===== config.mk =====
export PLATFORM = sky130hd
export DESIGN_NAME = vram_access_scheduler
export DESIGN_NICKNAME = d
export VERILOG_FILES = /design/src/rtl/vram_access_scheduler.sv
export SDC_FILE = /design/constraint.sdc
export NUM_CORES = 1
export LEC_CHECK = 0
export BUFFER_PORTS_ARGS = -buffer_cell sky130_fd_sc_hd__buf_2
export CORE_MARGIN = 3
export CORE_UTILIZATION = 40
export DETAILED_ROUTE_END_ITERATION = 12
export GPL_TIMING_DRIVEN = 0
export PLACE_DENSITY = 0.6
export SYNTH_ARGS = -nofsm -noshare
export SYNTH_HDL_FRONTEND = slang
export SYNTH_SLANG_ARGS = --single-unit

===== constraint.sdc =====
create_clock -name clk -period 4.1 [get_ports clk]
set_input_delay 0 -clock clk [delete_from_list [all_inputs] [get_ports clk]]
set_output_delay 0 -clock clk [all_outputs]
set_load 0.1 [all_outputs]

===== src/rtl/vram_access_scheduler.sv =====
// Purpose : owns the single VRAM port and shares it between queued CPU writes and the background scanline fetch.
// Latency : line_start at cycle k gives the first read at k+1 and the last BSM write plus fetch_done at k+195 when uncontended.
// Backpres: cpu_wr_full (registered) stalls the CPU; a full FIFO takes the port in an issue slot and the fetch re-issues the next cycle.
// Option  : `define VRAM_CPU_PRIORITY_EN to let any queued CPU write beat the fetch in issue slots.
module vram_access_scheduler #(
  parameter int                    ADDR_WIDTH = 12,
  parameter int                    FIFO_DEPTH = 4,
  parameter logic [ADDR_WIDTH-1:0] PMB_BASE   = 12'h200,
  parameter logic [ADDR_WIDTH-1:0] NTBL_BASE  = 12'h400
) (
  input  logic                  clk,
  input  logic                  rst,
  input  logic                  cpu_wr_cs,
  input  logic [ADDR_WIDTH-1:0] cpu_wr_addr,
  input  logic [7:0]            cpu_wr_data,
  output logic                  cpu_wr_full,
  output logic                  overflow,
  input  logic                  line_start,
  input  logic [7:0]            line_y,
  output logic                  fetch_busy,
  output logic                  fetch_done,
  output logic [ADDR_WIDTH-1:0] mem_addr,
  output logic                  mem_re,
  output logic                  mem_we,
  output logic [7:0]            mem_wdata,
  input  logic [7:0]            mem_rdata,
  output logic                  bsm_we,
  output logic [4:0]            bsm_col,
  output logic [18:0]           bsm_data
);

  localparam int PTR_W = $clog2(FIFO_DEPTH);
  localparam int CNT_W = PTR_W + 1;
  localparam int ENT_W = ADDR_WIDTH + 8;

  localparam logic [3:0] IDLE     = 4'd0;
  localparam logic [3:0] ISS_COL  = 4'd1;
  localparam logic [3:0] WT_COL   = 4'd2;
  localparam logic [3:0] ISS_TILE = 4'd3;
  localparam logic [3:0] WT_TILE  = 4'd4;
  localparam logic [3:0] ISS_LO   = 4'd5;
  localparam logic [3:0] WT_LO    = 4'd6;
  localparam logic [3:0] ISS_HI   = 4'd7;
  localparam logic [3:0] WT_HI    = 4'd8;

  // CPU write FIFO
  logic [ENT_W-1:0] fifo_mem [FIFO_DEPTH];
  logic [PTR_W-1:0] wr_ptr, rd_ptr;
  logic [CNT_W-1:0] count, count_nxt;
  logic             fifo_empty, push, pop;
  logic [ENT_W-1:0] head;

  // fetch engine state
  logic [3:0]            state;
  logic [7:0]            y_q;
  logic [4:0]            col;
  logic [5:0]            colour_q;
  logic                  color_sel, hflip, vflip;
  logic [4:0]            pmba;
  logic [7:0]            lo_q;
  logic                  iss_state, cpu_grant, fetch_re;
  logic [2:0]            yv;
  logic [ADDR_WIDTH-1:0] fetch_addr;
  logic [15:0]           pix_raw, pix_out;
  logic [2:0]            pal;

  assign fifo_empty = (count == '0);
  assign head       = fifo_mem[rd_ptr];
  assign push       = cpu_wr_cs && !cpu_wr_full;
  assign pop        = cpu_grant;
  assign count_nxt  = count + CNT_W'(push) - CNT_W'(pop);

  assign iss_state = (state == ISS_COL) || (state == ISS_TILE) ||
                     (state == ISS_LO)  || (state == ISS_HI);

`ifdef VRAM_CPU_PRIORITY_EN
  assign cpu_grant = !fifo_empty;
`else
  assign cpu_grant = !fifo_empty && (!iss_state || cpu_wr_full);
`endif
  assign fetch_re = iss_state && !cpu_grant;

  assign mem_we     = cpu_grant;
  assign mem_re     = fetch_re;
  assign fetch_busy = (state != IDLE);
  assign yv         = vflip ? ~y_q[2:0] : y_q[2:0];

  // FIFO data storage; contents need no reset because count gates every read
  always_ff @(posedge clk) begin
    if (push) fifo_mem[wr_ptr] <= {cpu_wr_addr, cpu_wr_data};
  end

  // FIFO pointers, registered full flag and sticky overflow
  always_ff @(posedge clk) begin
    if (!rst) begin
      wr_ptr      <= '0;
      rd_ptr      <= '0;
      count       <= '0;
      cpu_wr_full <= 1'b0;
      overflow    <= 1'b0;
    end else begin
      if (push) wr_ptr <= wr_ptr + PTR_W'(1);
      if (pop)  rd_ptr <= rd_ptr + PTR_W'(1);
      count       <= count_nxt;
      cpu_wr_full <= (count_nxt == CNT_W'(FIFO_DEPTH));
      if (cpu_wr_cs && cpu_wr_full) overflow <= 1'b1;
    end
  end

  // address the fetch engine wants for its current issue state
  always_comb begin
    fetch_addr = '0;
    case (state)
      ISS_COL:  fetch_addr = NTBL_BASE + ADDR_WIDTH'(960);
      ISS_TILE: fetch_addr = NTBL_BASE + ADDR_WIDTH'({y_q[7:3], col});
      ISS_LO:   fetch_addr = PMB_BASE + ADDR_WIDTH'({pmba, yv, 1'b0});
      ISS_HI:   fetch_addr = PMB_BASE + ADDR_WIDTH'({pmba, yv, 1'b1});
      default:  fetch_addr = '0;
    endcase
  end

  // memory port mux: the granted CPU write or the fetch read, otherwise idle at zero
  always_comb begin
    mem_addr  = '0;
    mem_wdata = '0;
    if (cpu_grant) begin
      mem_addr  = head[ENT_W-1:8];
      mem_wdata = head[7:0];
    end else if (fetch_re) begin
      mem_addr = fetch_addr;
    end
  end

  // assemble the BSM word: hi byte arrives on mem_rdata during WT_HI, hflip reverses the 2-bit pixels
  always_comb begin
    pix_raw = {lo_q, mem_rdata};
    pix_out = pix_raw;
    if (hflip) begin
      for (int i = 0; i < 8; i++) pix_out[2*i +: 2] = pix_raw[14-2*i +: 2];
    end
    pal = color_sel ? colour_q[5:3] : colour_q[2:0];
  end

  // fetch FSM: issue/wait pairs; the BSM write of a column overlaps the next column's tile issue
  always_ff @(posedge clk) begin
    if (!rst) begin
      state      <= IDLE;
      y_q        <= '0;
      col        <= '0;
      colour_q   <= '0;
      color_sel  <= 1'b0;
      hflip      <= 1'b0;
      vflip      <= 1'b0;
      pmba       <= '0;
      lo_q       <= '0;
      bsm_we     <= 1'b0;
      bsm_col    <= '0;
      bsm_data   <= '0;
      fetch_done <= 1'b0;
    end else begin
      bsm_we     <= 1'b0;
      fetch_done <= 1'b0;
      case (state)
        IDLE: begin
          if (line_start) begin
            y_q   <= line_y;
            col   <= '0;
            state <= ISS_COL;
          end
        end
        ISS_COL:  if (fetch_re) state <= WT_COL;
        ISS_TILE: if (fetch_re) state <= WT_TILE;
        ISS_LO:   if (fetch_re) state <= WT_LO;
        ISS_HI:   if (fetch_re) state <= WT_HI;
        WT_COL: begin
          colour_q <= mem_rdata[5:0];
          state    <= ISS_TILE;
        end
        WT_TILE: begin
          color_sel <= mem_rdata[7];
          hflip     <= mem_rdata[6];
          vflip     <= mem_rdata[5];
          pmba      <= mem_rdata[4:0];
          state     <= ISS_LO;
        end
        WT_LO: begin
          lo_q  <= mem_rdata;
          state <= ISS_HI;
        end
        WT_HI: begin
          bsm_we   <= 1'b1;
          bsm_col  <= col;
          bsm_data <= {pal, pix_out};
          col      <= col + 5'd1;
          if (col == 5'd31) begin
            fetch_done <= 1'b1;
            state      <= IDLE;
          end else begin
            state <= ISS_TILE;
          end
        end
        default: state <= IDLE;
      endcase
    end
  end

endmodule


==> impl_table.tex, run 1 <==
\begin{tabular}{lr}
\hline
Metric & Value \\
\hline
\multicolumn{2}{l}{\textbf{Clocking}} \\
Clock-pin transition on the worst setup and hold timing paths & 0.07 ns \\
TritonCTS clock tree & built \\
Clock buffers created by TritonCTS & 17 \\
Clock insertion delay at the later pin of the skew report & 0.42 ns \\
Clock sink count & 156 \\
CTS Root Buffer Type & clkbuf\_16 \\
Buffer levels on the longest clock path & 2 \\
H-Tree Level Count & 4 \\
\multicolumn{2}{l}{\textbf{Finish}} \\
Final \#Nets & 706 \\
Filler instances & 1356 \\
Most common library cell in the layout ignoring fill and taps & buf\_2 \\
Area Overhead vs Synth & 27.04\% \\
Leading cell types in the layout, fill and taps excluded & buf\_2, nand2\_1, edfxtp\_1 \\
Area of combinational cells with multiple inputs & 2365 sq um \\
Antenna Diode Count & 0 \\
Final std cells w/o fill & 882 \\
Fraction of final layout cells with drive strength greater than 1 & 0.2340 \\
Flip-flop and latch area & 3924 sq um \\
\multicolumn{2}{l}{\textbf{Global route}} \\
GRT overflow & 0 \\
Pin count of the biggest net entering global routing & 21 \\
First-pass GRT wire length & 22.96 mm \\
Via count of the first global-routing pass & 4392 \\
Aggregate global-route resource usage & 0.1659 \\
Number of antenna violations at the first check in global routing & 0 \\
\multicolumn{2}{l}{\textbf{Floorplanning}} \\
Placeable core region & 15480 sq um \\
Initial cell density of the core & 0.4169 \\
I/O pin total & 91 \\
Standard-cell rows & 45 \\
Die outline height & 133.0 um \\
Overall die area & 17700 sq um \\
Horizontal extent of the die & 133.0 um \\
\multicolumn{2}{l}{\textbf{Critical path}} \\
Largest fanout of any net on the critical path & 5 \\
Maximum cell stage delay along the critical path & 0.44 ns \\
Series of cell instances along the critical path & or3\_1 -> o21ai\_1 -> inv\_1 -> nand2b\_1 -> nand2\_1 -> ha\_1 -> fa\_1 -> xnor2\_1 -> xnor2\_1 -> and2\_1 -> nor3b\_1 \\
Kind of start point of the critical path & register \\
Startpoint-to-endpoint class of the critical path & register to register \\
Cell with the largest stage delay on the worst path & or3\_1 \\
Arrival time worst endpoint & 3.03 ns \\
Most frequent CP cell & xnor2\_1 \\
Kind of end point of the critical path & register \\
Flop-to-flop setup slack & 1.41 ns \\
Required time at the worst-slack endpoint & 4.44 ns \\
\multicolumn{2}{l}{\textbf{Power}} \\
Post-layout total power & 5.484 mW \\
Sw Share & 0.4117 \\
Sequential power share & 0.343 \\
Total net switching power & 2.258 mW \\
Leakage component of the power & 3.262 nW \\
VDD IR max & 531.5 uV \\
Cell Pwr Density & 668.7 nW/um\^{}2 \\
Internal power component & 3.226 mW \\
Clock power share & 0.285 \\
Combinational power share & 0.373 \\
\multicolumn{2}{l}{\textbf{Logic synthesis}} \\
Dominant cell type by area after synthesis & edfxtp\_1 \\
Yosys warning count & 0 \\
Post-synthesis cell type count & 45 \\
Yosys reg bits & 156 \\
Post-synthesis instance total & 506 \\
Seq/Total Area, Yosys & 0.6079 \\
Net Count, Synth & 554 \\
Post-synth top area share & 0.3722 \\
Avg Synthesized Cell Area & 12.76 sq um \\
Share of flip-flops with an asynchronous set or reset & 0 \\
Post-synth design cell area & 6455 sq um \\
Post-synth top flop & edfxtp\_1 \\
Dominant cells by area after synthesis & edfxtp\_1, dfxtp\_1, mux4\_2 \\
Number of flops mapped to enable cells by yosys & 80 \\
\multicolumn{2}{l}{\textbf{Routing}} \\
Detail Route Antenna Nets & 0 \\
Pre-antenna DRT Iters & 4 \\
Iteration-0 DRC count of the detailed router & 264 \\
Detailed Route WL & 14.33 mm \\
Drt via density & 5.000 \\
Drt wl/cell & 16.24 um \\
Remaining DRCs & 0 \\
Via count & 4410 \\
\multicolumn{2}{l}{\textbf{STA}} \\
Achievable clock frequency & 0.3723 GHz \\
Fin Clk Skew & 0.006905 ns \\
Number of endpoints with negative hold slack in the final report & 0 \\
Pins Over Slew Limit & 0 \\
Setup repair after global routing missed its margin & no \\
Clock period minus worst slack & 2.686 ns \\
Setup Total Neg Slack & 0 ns \\
Normalized max-slew margin & 0.2495 \\
Transition time of the tightest slew-check pin & 1.126 ns \\
Final setup violation count & 0 \\
Final cycle utilization of the critical path & 0.6551 \\
\multicolumn{2}{l}{\textbf{Place}} \\
Routability congestion estimate & 0.8110 \\
Number of buffer cells added on primary ports & 89 \\
Inst Count DP & 806 \\
Half-perimeter wire length of the detailed placement result & 9.681 mm \\
\multicolumn{2}{l}{\textbf{Worst hold path}} \\
Min-delay worst type & input pin to register \\
\multicolumn{2}{l}{\textbf{Status}} \\
Result of the run & finished, final reports clean \\
\multicolumn{2}{l}{\textbf{Run}} \\
Max cap viols & 0 \\
\hline
\end{tabular}
-- cells by family (layout without fill, tap and decap cells) --
group | after synthesis | after routing | synth area share
adders and majority gates | 8 | 8 | 0.01667
AOI/OAI and AO/OA | 81 | 81 | 0.09382
DFF | 156 | 156 | 0.6079
and+or+nand+nor | 159 | 159 | 0.1229
muxes | 53 | 53 | 0.1210
xor gates and xnor gates | 8 | 8 | 0.01086
buffers and inverters | 41 | 206 | 0.02694
-- stage by stage --
step | instance area, sq um | worst slack [ns] | util | hold WS (ns)
after floorplan | 6462 | 0.4484 | - | 0.09887
after global placement | 7172 | 1.464 | 0.4632 | 0.2106
after detailed placement | 7172 | 1.407 | 0.4632 | 0.2191
after CTS | 8200 | 1.368 | 0.5296 | 0.01930
after global routing | 8200 | 1.174 | 0.5296 | 0.02713
final | 8200 | 1.414 | 0.5296 | 0.02126
-- sequential cells by signal (all words and copies together) (netlist names), 5 cells and up, named ones only --
| name | count |
|---|---|
| colour_q | 6 |
| fifo_mem | 80 |
| lo_q | 8 |
| bsm_col | 5 |
| pmba | 5 |
| y_q | 8 |
| bsm_data | 19 |
| col | 5 |
-- layer usage --
| metal | vias up | routed length, um | global-route usage | part of all wire |
|---|---|---|---|---|
| met5 | - | 0 | 0 | 0 |
| met3 | 26 | 672 | 0.04297 | 0.047 |
| li1 | 2145 | - | - | - |
| met2 | 108 | 7230 | 0.2822 | 0.50 |
| met1 | 2131 | 6148 | 0.2031 | 0.43 |
| met4 | 0 | 274 | 0.06178 | 0.019 |
-- Yosys cell counts, types with 4 or more instances --
cell type,instances
nand2_1,86
edfxtp_1,80
dfxtp_1,76
mux2i_1,33
a21boi_0,23
and2_1,22
nor2b_1,21
clkbuf_1,20
mux4_2,20
o211a_1,19
o21ai_0,12
buf_2,10
inv_1,9
a21oi_1,7
ha_1,7
nor2_1,7
xnor2_1,5
nand2b_1,4
o22ai_1,4
-- power by group through the flow --
stage | logic [mW] | clock network (mW) | registers [mW]
final | 2.04 | 1.56 | 1.88
after global routing | 2.17 | 1.65 | 1.89
after CTS | 2.07 | 1.59 | 1.88
after detailed placement | 2.03 | 0 | 1.91
after global placement | 2.01 | 0 | 1.90
after floorplan | 1.64 | 0 | 1.92
-- path summary, 6_finish.rpt --
path	to	startpoint	depth (start not counted)
max	cpu_wr_full$_SDFF_PN0_	count[1]$_SDFF_PN0_	11
min	pmba[3]$_SDFFE_PN0N_	rst	2
max reg2reg	cpu_wr_full$_SDFF_PN0_	count[1]$_SDFF_PN0_	11
min reg2reg	bsm_col[1]$_SDFFE_PN0P_	bsm_col[1]$_SDFFE_PN0P_	2
-- critical path, delay by kind of cell (launching register included) --
family,cells,cell delay (ns)
compound gates,1,0.23
xor+xnor,2,0.34
fa+ha+maj,2,0.57
buf+inv,1,0.17
flops,1,0.31
simple gates,5,0.98
-- layout make-up --
class                           instances  share of cell area
Timing Repair Buffer                  133              0.1080
Multi-Input combinational cell        309              0.2884
Clock inverter                         15             0.01984
Buffer                                 32             0.01709
Clock buffer                           17             0.05188
Inverter                                9            0.004120
Sequential cell                       156              0.4785
Tap cell                              211             0.03219
-- repair_timing --
action	CTS	global route
buffers inserted	0	0
hold buffers	44	0
resized for setup	0	0
endpoints found under the hold margin	117	0
Note: power is estimated with default switching activity, not from simulation.
==> run 2, diff against run 1 <==
- PLACE_DENSITY: 0.6 -> 0.62
- clock period: 4.1 -> 2.3 ns (I/O delays scaled with it)
==> impl_table.tex, run 2 (synthesis gave the netlist of run 1 again) <==
\begin{tabular}{lr}
\hline
Metric & Value \\
\hline
\multicolumn{2}{l}{\textbf{Status}} \\
Result of the run & finished, final reports clean \\
\multicolumn{2}{l}{\textbf{Worst hold path}} \\
Number of stages on the worst hold path & 3 \\
Worst-case hold path end point & state[2]\$\_SDFFE\_PN0P\_ \\
Min-delay worst type & input pin to register \\
Start point of the worst hold path & rst \\
\multicolumn{2}{l}{\textbf{STA}} \\
Clock period minus worst slack & 2.249 ns \\
Number of endpoints with negative hold slack in the final report & 0 \\
Transition time of the tightest slew-check pin & 1.072 ns \\
Fin Clk Skew & 0.02203 ns \\
Setup repair after global routing missed its margin & yes \\
Normalized max-slew margin & 0.2853 \\
Final cycle utilization of the critical path & 0.9779 \\
Achievable clock frequency & 0.4446 GHz \\
Final setup violation count & 0 \\
Pins Over Slew Limit & 0 \\
\multicolumn{2}{l}{\textbf{Global route}} \\
First-pass GRT wire length & 23.46 mm \\
Aggregate global-route resource usage & 0.1711 \\
Pin count of the biggest net entering global routing & 21 \\
Number of antenna violations at the first check in global routing & 0 \\
GRT overflow & 0 \\
Via count of the first global-routing pass & 4636 \\
\multicolumn{2}{l}{\textbf{Floorplanning}} \\
Overall die area & 17700 sq um \\
I/O pin total & 91 \\
Placeable core region & 15480 sq um \\
Horizontal extent of the die & 133.0 um \\
Initial cell density of the core & 0.4169 \\
Die outline height & 133.0 um \\
Standard-cell rows & 45 \\
\multicolumn{2}{l}{\textbf{Finish}} \\
Final \#Nets & 711 \\
Utilization after layout & 0.5451 \\
Regs by FF count & fifo\_mem (80), bsm\_data (19) \\
Largest register FFs & 80 \\
Area Overhead vs Synth & 30.76\% \\
Register containing the most flip-flops in the final layout & fifo\_mem \\
Final std cells w/o fill & 887 \\
Fraction of final layout cells with drive strength greater than 1 & 0.2914 \\
Most common library cell in the layout ignoring fill and taps & buf\_2 \\
Leading cell types in the layout, fill and taps excluded & buf\_2, nand2\_1, edfxtp\_1 \\
Antenna Diode Count & 0 \\
\multicolumn{2}{l}{\textbf{Run}} \\
Max cap viols & 0 \\
\multicolumn{2}{l}{\textbf{Critical path}} \\
Arrival time worst endpoint & 2.56 ns \\
Kind of end point of the critical path & register \\
Maximum cell stage delay along the critical path & 0.39 ns \\
Logic depth of the worst register-to-register path & 11 \\
Largest delay contributor family on the critical path & simple AND/OR/NAND/NOR gates \\
Crit path buf inv count & 1 \\
Largest fanout of any net on the critical path & 5 \\
Flop-to-flop setup slack & 0.05 ns \\
Startpoint-to-endpoint class of the critical path & register to register \\
Series of cell instances along the critical path & or3\_4 -> o21ai\_4 -> inv\_4 -> nand2b\_4 -> nand2\_4 -> ha\_4 -> fa\_2 -> xnor2\_2 -> xnor2\_1 -> and2\_1 -> nor3b\_2 \\
End of the worst register-to-register path & cpu\_wr\_full\$\_SDFF\_PN0\_ \\
Required time at the worst-slack endpoint & 2.61 ns \\
Cell with the largest stage delay on the worst path & or3\_4 \\
R2R Path Start & count[0]\$\_SDFF\_PN0\_ \\
Kind of start point of the critical path & register \\
\multicolumn{2}{l}{\textbf{Routing}} \\
Remaining DRCs & 0 \\
Pre-antenna DRT Iters & 5 \\
Via count & 4425 \\
Iteration-0 DRC count of the detailed router & 187 \\
Drt via density & 4.989 \\
Detailed Route WL & 14.38 mm \\
Drt wl/cell & 16.21 um \\
Detail Route Antenna Nets & 0 \\
\multicolumn{2}{l}{\textbf{Place}} \\
Half-perimeter wire length of the detailed placement result & 9.814 mm \\
Routability congestion estimate & 0.7953 \\
Number of buffer cells added on primary ports & 89 \\
Inst Count DP & 806 \\
\multicolumn{2}{l}{\textbf{Clocking}} \\
Clock insertion delay at the later pin of the skew report & 0.43 ns \\
H-Tree Level Count & 4 \\
Clock buffers created by TritonCTS & 17 \\
Clock sink count & 156 \\
CTS Root Buffer Type & clkbuf\_16 \\
Buffer levels on the longest clock path & 2 \\
TritonCTS clock tree & built \\
Clock-pin transition on the worst setup and hold timing paths & 0.06 ns \\
\multicolumn{2}{l}{\textbf{Power}} \\
Cell Pwr Density & 1208 nW/um\^{}2 \\
VDD IR max & 950.5 uV \\
Post-layout total power & 10.20 mW \\
Leakage component of the power & 3.368 nW \\
\hline
\end{tabular}
[run 2: layer usage]
metal / vias up / global-route usage / part of all wire
li1: 2156 / - / -
met1: 2170 / 0.2091 / 0.44
met2: 86 / 0.2906 / 0.51
met3: 13 / 0.05095 / 0.037
met4: 0 / 0.05543 / 0.015
met5: - / 0 / 0
[run 2: cell type report]
type | instances | area (sq um)
Fill cell | 1324 | 7043
Multi-Input combinational cell | 309 | 2510
Inverter | 9 | 36.28
Clock buffer | 18 | 429.2
Tap cell | 211 | 264.0
Clock inverter | 14 | 147.6
Timing Repair Buffer | 138 | 969.7
Sequential cell | 156 | 3933
Buffer | 32 | 151.4
[run 2: through the flow]
stage / hold slack (ns) / setup TNS [ns] / instance area [sq um] / setup slack, ns
after floorplan: 0.09887 / -0.8035 / 6528 / -0.4017
after global placement: 0.2094 / -0.1505 / 7237 / -0.1505
after detailed placement: 0.2166 / -0.2210 / 7237 / -0.2032
after CTS: 0.007966 / 0 / 8334 / 0.01761
after global routing: 0.05409 / -0.02278 / 8441 / -0.02278
final: 0.008324 / 0 / 8441 / 0.05087
[run 2: power breakdown]
part | internal [mW] | switching (mW)
logic | 1.20 | 2.88
registers | 3.23 | 0.136
clock network | 1.53 | 1.21
[run 2: worst register-to-register path: stages, from the launching register on]
cell      delay [ns]
dfxtp_2         0.34
or3_4           0.40
o21ai_4         0.09
inv_4           0.08
nand2b_4        0.08
nand2_4         0.05
ha_4            0.15
fa_2            0.37
xnor2_2         0.15
xnor2_1         0.12
and2_1          0.16
nor3b_2         0.15
[run 2: how the worst max path moves through the flow]
stage	startpoint	endpoint	slack (ns)	cells after the start
floorplan	state[0]$_SDFFE_PN0P_	mem_addr[1]	-0.40	5
finish	count[0]$_SDFF_PN0_	cpu_wr_full$_SDFF_PN0_	0.05	11
global route	count[0]$_SDFF_PN0_	cpu_wr_full$_SDFF_PN0_	-0.02	11
CTS	state[1]$_SDFFE_PN0P_	mem_addr[3]	0.02	6
detailed placement	count[1]$_SDFF_PN0_	cpu_wr_full$_SDFF_PN0_	-0.20	11
global placement	count[1]$_SDFF_PN0_	cpu_wr_full$_SDFF_PN0_	-0.15	11
[run 2: what timing repair did]
| action | CTS | global route |
|---|---|---|
| setup endpoints to repair | 22 | 17 |
| endpoints found under the hold margin | 119 | 0 |
| pin swaps | 2 | 4 |
| setup buffers | 1 | 4 |
| gates resized for setup | 24 | 23 |
| hold buffers | 44 | 0 |
==> run 3, diff against run 2 <==
- REMOVE_ABC_BUFFERS: not set -> 1
==> impl_table.tex, run 3 (synthesis gave the netlist of run 1 again) <==
\begin{tabular}{lr}
\hline
Metric & Value \\
\hline
\multicolumn{2}{l}{\textbf{STA}} \\
Normalized max-slew margin & 0.2419 \\
Number of endpoints with negative hold slack in the final report & 0 \\
Achievable clock frequency & 0.4113 GHz \\
Final cycle utilization of the critical path & 1.057 \\
Final setup violation count & 1 \\
Fin Clk Skew & 0.008017 ns \\
Transition time of the tightest slew-check pin & 1.137 ns \\
Final critical-path setup slack & -0.1313 ns \\
Clock period minus worst slack & 2.431 ns \\
Setup repair after global routing missed its margin & yes \\
Pins Over Slew Limit & 0 \\
Setup Total Neg Slack & -0.1313 ns \\
\multicolumn{2}{l}{\textbf{Critical path}} \\
Flop-to-flop setup slack & -0.13 ns \\
Cell with the largest stage delay on the worst path & or3\_4 \\
CP endpoint & cpu\_wr\_full\$\_SDFF\_PN0\_ \\
Maximum cell stage delay along the critical path & 0.43 ns \\
End of the worst register-to-register path & cpu\_wr\_full\$\_SDFF\_PN0\_ \\
Required time at the worst-slack endpoint & 2.65 ns \\
Startpoint-to-endpoint class of the critical path & register to register \\
Kind of end point of the critical path & register \\
Largest fanout of any net on the critical path & 5 \\
Arrival time worst endpoint & 2.78 ns \\
Kind of start point of the critical path & register \\
Logic depth of the worst register-to-register path & 11 \\
R2R Path Start & count[0]\$\_SDFF\_PN0\_ \\
Launch point of the worst path & count[0]\$\_SDFF\_PN0\_ \\
Series of cell instances along the critical path & or3\_4 -> o21ai\_4 -> clkinvlp\_4 -> nand2b\_4 -> nand2\_4 -> ha\_4 -> fa\_2 -> xnor2\_2 -> xnor2\_1 -> and2\_1 -> nor3b\_2 \\
\multicolumn{2}{l}{\textbf{Clocking}} \\
Clock buffers created by TritonCTS & 17 \\
Clock sink count & 156 \\
Clock insertion delay at the later pin of the skew report & 0.42 ns \\
Clock-pin transition on the worst setup and hold timing paths & 0.06 ns \\
Buffer levels on the longest clock path & 2 \\
CTS Root Buffer Type & clkbuf\_16 \\
H-Tree Level Count & 4 \\
TritonCTS clock tree & built \\
\multicolumn{2}{l}{\textbf{Floorplanning}} \\
Overall die area & 17700 sq um \\
I/O pin total & 91 \\
Die outline height & 133.0 um \\
Initial cell density of the core & 0.4169 \\
Horizontal extent of the die & 133.0 um \\
Placeable core region & 15480 sq um \\
Standard-cell rows & 45 \\
\multicolumn{2}{l}{\textbf{Status}} \\
Result of the run & complete, but fails checks \\
Violated checks & negative setup slack \\
\multicolumn{2}{l}{\textbf{Power}} \\
Sequential power share & 0.349 \\
Sw Share & 0.4077 \\
Total net switching power & 4.148 mW \\
Clock power share & 0.277 \\
Internal power component & 6.026 mW \\
Cell Pwr Density & 1236 nW/um\^{}2 \\
Combinational power share & 0.374 \\
Leakage component of the power & 3.204 nW \\
VDD IR max & 1132 uV \\
\multicolumn{2}{l}{\textbf{Global route}} \\
GRT overflow & 0 \\
Pin count of the biggest net entering global routing & 76 \\
Aggregate global-route resource usage & 0.1641 \\
First-pass GRT wire length & 22.74 mm \\
Via count of the first global-routing pass & 4407 \\
Number of antenna violations at the first check in global routing & 1 \\
\multicolumn{2}{l}{\textbf{Routing}} \\
Detailed Route WL & 14.28 mm \\
Highest metal used & met4 \\
Via count & 4282 \\
Drt wl/cell & 16.72 um \\
Met3 Wirelength & 769 um \\
Met1 wire length & 6.012 mm \\
Iteration-0 DRC count of the detailed router & 190 \\
Detail Route Antenna Nets & 0 \\
Routed met2 length & 7.360 mm \\
Drt via density & 5.014 \\
Pre-antenna DRT Iters & 4 \\
Remaining DRCs & 0 \\
\multicolumn{2}{l}{\textbf{Finish}} \\
Largest register FFs & 80 \\
Filler instances & 1351 \\
Fraction of final layout cells with drive strength greater than 1 & 0.2741 \\
Regs by FF count & fifo\_mem (80), bsm\_data (19) \\
Register containing the most flip-flops in the final layout & fifo\_mem \\
Flip-flop and latch area & 3940 sq um \\
Area of combinational cells with multiple inputs & 2456 sq um \\
Leading cell types in the layout, fill and taps excluded & nand2\_1, buf\_2, edfxtp\_1 \\
Area Overhead vs Synth & 27.54\% \\
Most common library cell in the layout ignoring fill and taps & nand2\_1 \\
Final \#Nets & 677 \\
Post-route cell area & 8233 sq um \\
\multicolumn{2}{l}{\textbf{Place}} \\
Routability congestion estimate & 0.7752 \\
Half-perimeter wire length of the detailed placement result & 8.983 mm \\
Cell area after placement & 7066 sq um \\
Number of buffer cells added on primary ports & 90 \\
\multicolumn{2}{l}{\textbf{Run}} \\
Max cap viols & 0 \\
\multicolumn{2}{l}{\textbf{Worst hold path}} \\
Min-delay worst type & input pin to register \\
\hline
\end{tabular}
[run 3: per-layer routing]
metal / up-vias / global-route usage
li1: 2084 / -
met1: 2080 / 0.1946
met2: 106 / 0.2853
met3: 12 / 0.04981
met4: 0 / 0.05196
met5: - / 0
[run 3: timing repair]
action                                 4_1_cts  5_1_grt
cloned                                       1        1
endpoints found under the hold margin      116        0
gates resized for setup                     27       13
pin swaps                                    2        7
buffers inserted                             3        2
setup endpoints to repair                  106       14
hold buffers                                38        0
[run 3: through the flow]
stage | total power, mW | setup WS (ns) | hold WS, ns | utilization | instances
final | 10.17 | -0.1313 | 0.3025 | 0.5317 | 854
after floorplan | 6.278 | -1.916 | 0.09887 | - | 474
after detailed placement | 7.006 | -1.014 | 0.2176 | 0.4563 | 777
after global routing | 10.60 | -0.1921 | 0.3189 | 0.5317 | 854
after global placement | 6.941 | -1.862 | 0.2085 | 0.4540 | 775
after CTS | 10.11 | -0.05559 | 0.3064 | 0.5270 | 851
[run 3: worst min path at each step]
| stage | slack (ns) | endpoint | cells past startpoint | start |
|---|---|---|---|---|
| 2_1_floorplan | 0.1 | fifo_mem[0][0]$_DFFE_PP_ | 0 | cpu_wr_data[0] |
| 3_3_place_gp | 0.21 | fifo_mem[0][6]$_DFFE_PP_ | 1 | cpu_wr_data[6] |
| 3_5_place_dp | 0.22 | fifo_mem[2][12]$_DFFE_PP_ | 1 | cpu_wr_addr[4] |
| 4_1_cts | 0.31 | state[3]$_SDFFE_PN0P_ | 3 | rst |
| 5_1_grt | 0.32 | fifo_mem[2][8]$_DFFE_PP_ | 2 | cpu_wr_addr[0] |
| 6_report | 0.30 | state[3]$_SDFFE_PN0P_ | 3 | rst |
[run 3: final cells by class]
class,instances,area share
diodes,1,0.0003040
clock buffers,19,0.05258
clock inverters,13,0.02036
inverters,9,0.004559
multi-input cells,309,0.2983
flip-flops and latches,156,0.4786
well taps,211,0.03207
repair buffers,134,0.1114
repair inverters,2,0.001824
[run 3: critical path: cells and delay by family, from the launching register on]
family          cells  cell delay, ns
fa+ha+maj           2            0.55
compound gates      1            0.10
xor+xnor            2            0.32
buf+inv             1            0.15
simple gates        5            0.91
flops               1            0.34
[run 3: power by group through the flow]
stage	registers, mW	logic (mW)	clock network (mW)
floorplan	3.54	2.73	0
global placement	3.57	3.37	0
detailed placement	3.60	3.41	0
CTS	3.56	3.67	2.89
global route	3.60	3.99	3.01
finish	3.55	3.80	2.82
